<file path="src/rtl/ring_johnson_counter.sv">
// WIDTH-bit shift counter: run-time ring / Johnson sequence, direction, enable, load, terminal count.
// Define COUNTER_SELFCORRECT_EN to add illegal-state detection with one-cycle correction (err pulse).
module ring_johnson_counter #(
    parameter int unsigned WIDTH = 4
) (
    input  logic             clk,
    input  logic             reset,
    input  logic             en,
    input  logic             mode,
    input  logic             dir,
    input  logic             load,
    input  logic [WIDTH-1:0] load_val,
    output logic [WIDTH-1:0] q,
    output logic             tc,
    output logic             err
);

    localparam logic [WIDTH-1:0] Home = WIDTH'(1);

    logic [WIDTH-1:0] cnt_q, cnt_d;
    logic [WIDTH-1:0] step;
    logic             mode_q;
    logic             tc_q, tc_d;
    logic             err_q, err_d;
    logic             mode_change;
    logic             illegal;

    assign mode_change = (mode != mode_q);

    // Next value in the currently selected sequence and direction.
    always_comb begin
        step = cnt_q;
        case ({mode, dir})
            2'b00:   step = {cnt_q[WIDTH-2:0], cnt_q[WIDTH-1]};
            2'b01:   step = {cnt_q[0], cnt_q[WIDTH-1:1]};
            2'b10:   step = {cnt_q[WIDTH-2:0], ~cnt_q[WIDTH-1]};
            default: step = {~cnt_q[0], cnt_q[WIDTH-1:1]};
        endcase
    end

`ifdef COUNTER_SELFCORRECT_EN
    logic [WIDTH-2:0] edges;
    logic             ring_legal;
    logic             johnson_legal;

    // Ring needs exactly one bit set; Johnson allows at most one adjacent-bit transition.
    always_comb begin
        edges         = cnt_q[WIDTH-2:0] ^ cnt_q[WIDTH-1:1];
        ring_legal    = (cnt_q != '0) && ((cnt_q & (cnt_q - Home)) == '0);
        johnson_legal = ((edges & (edges - (WIDTH-1)'(1))) == '0);
        illegal       = mode_q ? ~johnson_legal : ~ring_legal;
    end
`else
    assign illegal = 1'b0;
`endif

    always_comb begin
        cnt_d = cnt_q;
        tc_d  = 1'b0;
        err_d = 1'b0;
        if (load) begin
            cnt_d = load_val;
        end else if (mode_change) begin
            cnt_d = Home;
        end else if (illegal) begin
            cnt_d = Home;
            err_d = 1'b1;
        end else if (en) begin
            cnt_d = step;
            tc_d  = (step == Home);
        end
    end

    always_ff @(posedge clk or negedge reset) begin
        if (!reset) begin
            cnt_q  <= Home;
            mode_q <= 1'b0;
            tc_q   <= 1'b0;
            err_q  <= 1'b0;
        end else begin
            cnt_q  <= cnt_d;
            mode_q <= mode;
            tc_q   <= tc_d;
            err_q  <= err_d;
        end
    end

    assign q   = cnt_q;
    assign tc  = tc_q;
    assign err = err_q;

endmodule

</file>
<file path="config.mk">
export PLATFORM = sky130hd
export DESIGN_NAME = ring_johnson_counter
export DESIGN_NICKNAME = d
export VERILOG_FILES = /design/src/rtl/ring_johnson_counter.sv
export SDC_FILE = /design/constraint.sdc
export NUM_CORES = 1
export LEC_CHECK = 0
export CORE_AREA = 2 2 39 41
export DETAILED_ROUTE_END_ITERATION = 8
export DIE_AREA = 0 0 41 43
export GPL_TIMING_DRIVEN = 1
export PLACE_DENSITY_LB_ADDON = 0.25
export SYNTH_ARGS = -nofsm -noshare
export SYNTH_HDL_FRONTEND = slang
export SYNTH_SLANG_ARGS = --single-unit
export TNS_END_PERCENT = 10
</file>
<file path="constraint.sdc">
create_clock -name clk -period 1.4 [get_ports clk]
set_input_delay 0.21 -clock clk [delete_from_list [all_inputs] [get_ports clk]]
set_output_delay 0.21 -clock clk [all_outputs]
set_load 0.05 [all_outputs]
</file>
==> run metrics, run 1 <==
outcome=completed; Seq/Total Area, Yosys=0.372; Worst-path clk slew=0.05 ns; RSZ-0062 raised after global routing=false; setup bufs post-CTS=0; syn_nets=50; I/O pins=16; P_leak=0.283 nW; Cell Area, Synth=407 µm²; placed cells=71; Sw Pwr=0.211 mW; worst vdd ir=623 µV; switch share=0.331; Mapped Cells=40; clk_skew=0.00416 ns; # setup viols final=0; Nets=70; antenna cell count=0; Core ar.=0.00138 mm²; Final Wtd Congestion=0.769; post-route insts no fill=75; first-pass GRT wire length=1640 µm; hold_buf cts=0; cts bufs inserted=3; PnR Total Power=0.639 mW; P_int=0.427 mW; most used routing layer=met2; clk_lat worst skew=0.24 ns; site row count=14; met3 Track Usage GR=0.0785; DRC viols=0; Vias/cell=4.89; Worst setup SP type=primary input; Hold Vio Cnt, Final=0; Tcrit/Tclk final=0.918; M2 GR Usage=0.203; final core occ=0.475; DP HPWL=733 µm; Combinational Power Share=0.391; die area=0.00176 mm²; Crit Path Max Fanout=7; drt pass-1 iters=3; synth unique cells=23; Post-DRT Antenna Nets=0; Req. time, crit path=1.57 ns; Total GRT Usage=0.137; share of layout cells above drive strength 1=0.339; CTS Buffer Depth=2; IO buf count=14; crit path capture type=flop; CTS tree=built; Avg Synthesized Cell Area=10.2 µm²; Crit Path Class=primary input to flop; DRT iter0 DRCs=4; YS warnings=0; pin count of the biggest net entering global routing=10; vias in the first global route=370; antenna violations before repair=0; area grow syn2layout=61.5%; initial core utilization=0.294; M1 GR Usage=0.181; worst hold slack=0.208 ns; WL/cell=12.0 µm; die height=43 µm; pwr/cell area=972 mW/mm²; vias post-DR=367; Clock Sinks=6; Synth Register Bits=6; sequential share of power=0.336; total grt overflow=0; FMAX=778 MHz; Final Critical Period=1.29 ns; arrival time at the worst endpoint=1.45 ns; part of the power in the clock network=0.273; DIE WIDTH=41 µm; Max Cap Violations=0; Final Max Slew Viols=0; hold crit path type=primary input to async pin; DRT Wirelength=898 µm; Root Buffer=clkbuf_4; H-tree depth=1
## Yosys cell counts, drive strengths merged
cell	instances	area (µm²)
xnor2	1	8.76
dfstp	1	26.3
a211o	3	28.8
o21ai	2	10.0
o2111a	2	22.5
a211oi	1	12.5
dfrtp	5	125
nand3	1	5.00
nor4	4	31.3
buf	3	22.5
nor4b	1	8.76
nand2	3	11.3
nand2b	3	18.8
inv	1	3.75
conb	1	3.75
mux2i	2	20.0
clkbuf	1	3.75
a21oi	2	10.0
or2	1	8.76
xor2	2	25.0
## through the flow
stage	cell area [µm²]	worst slack, ns	TNS (ns)
after floorplan	407	0.0300	0
after global placement	628	-0.183	-0.726
after detailed placement	628	-0.200	-0.828
after CTS	654	0.0486	0
after global routing	657	0.0386	0
final	657	0.114	0
## cell usage in the layout, fill, tap and decap left out
cell type and instances:
buf_4 5, xnor2_1 1, clkbuf_4 3, clkdlybuf4s50_1 8
inv_1 1, mux2i_1 2, dfstp_2 1, nor4_1 3
nand2b_1 3, nor4b_1 1, a211o_2 2, a211o_1 1
nand2_1 3, nor4_2 1, clkbuf_1 1, o2111a_1 2
conb_1 1, xor2_2 1, buf_12 5, dfrtp_1 5
or2_4 1, o21ai_0 2, xor2_1 1, nand3_1 1
a21oi_1 2, dlymetal6s2s_1 1, a211oi_2 1
## sequential cells by signal, summed over array words and instances (netlist names)
register and flops:
tc 1, mode_q 1, q 4
## kinds of logic after synthesis
| family | after synthesis | share of synthesized area |
|---|---|---|
| mux | 2 | 0.0492 |
| other cells | 1 | 0.00922 |
| flops | 6 | 0.372 |
| buf+inv | 5 | 0.0738 |
| compound gates | 10 | 0.206 |
| xor+xnor | 3 | 0.0831 |
| simple gates | 13 | 0.206 |
## worst max-delay path, cell delays in order
cell and delay [ns]:
clkdlybuf4s50_1 0.62, mux2i_1 0.14, a211o_2 0.34, a21oi_1 0.15
## cell type report
| cell class | count | area (µm²) |
|---|---|---|
| clock buffer | 4 | 26.3 |
| fill | 130 | 727 |
| timing repair buffer | 19 | 230 |
| multi-input combinational | 29 | 225 |
| sequential | 6 | 151 |
| inverter | 1 | 3.75 |
| tap | 16 | 20.0 |
## power groups by stage
stage	combinational, mW	sequential, mW	clock, mW
floorplan	0.0866	0.259	0
global placement	0.252	0.219	0
detailed placement	0.251	0.217	0
CTS	0.252	0.215	0.182
global route	0.265	0.217	0.201
finish	0.250	0.215	0.174
## per-layer routing
layer,routed length (µm),vias up,part of all wire
li1,-,182,-
met2,443,9,0.49
met3,52,0,0.058
met1,401,176,0.45
met4,0,0,0
met5,0,-,0
## worst paths after layout
check / cells after the start / from / to / slack [ns]
max: 4 / dir / q[2] / 0.11
min: 1 / reset / q[1] / 0.21
max reg2reg: 3 / q[0] / tc / 0.15
min reg2reg: 2 / q[1] / q[1] / 0.64
max in group asynchronous: 1 / reset / q[0] / 0.91
min in group clk: 1 / mode / mode_q / 0.22
## repair_timing
item | in CTS | in global routing
gates resized for setup | 0 | 1
endpoints found under the hold margin | 0 | 0
endpoints found under the setup margin | 0 | 1
Power figures use the tool's default switching activity.
==> run 2: changes to the inputs <==
--- a/config.mk
+++ b/config.mk
@@ -13,4 +13,3 @@
 export SYNTH_ARGS = -nofsm -noshare
 export SYNTH_HDL_FRONTEND = slang
 export SYNTH_SLANG_ARGS = --single-unit
-export TNS_END_PERCENT = 10
==> results of run 2 <==
No change in the layout: final DEF, timing and power equal those of run 1.
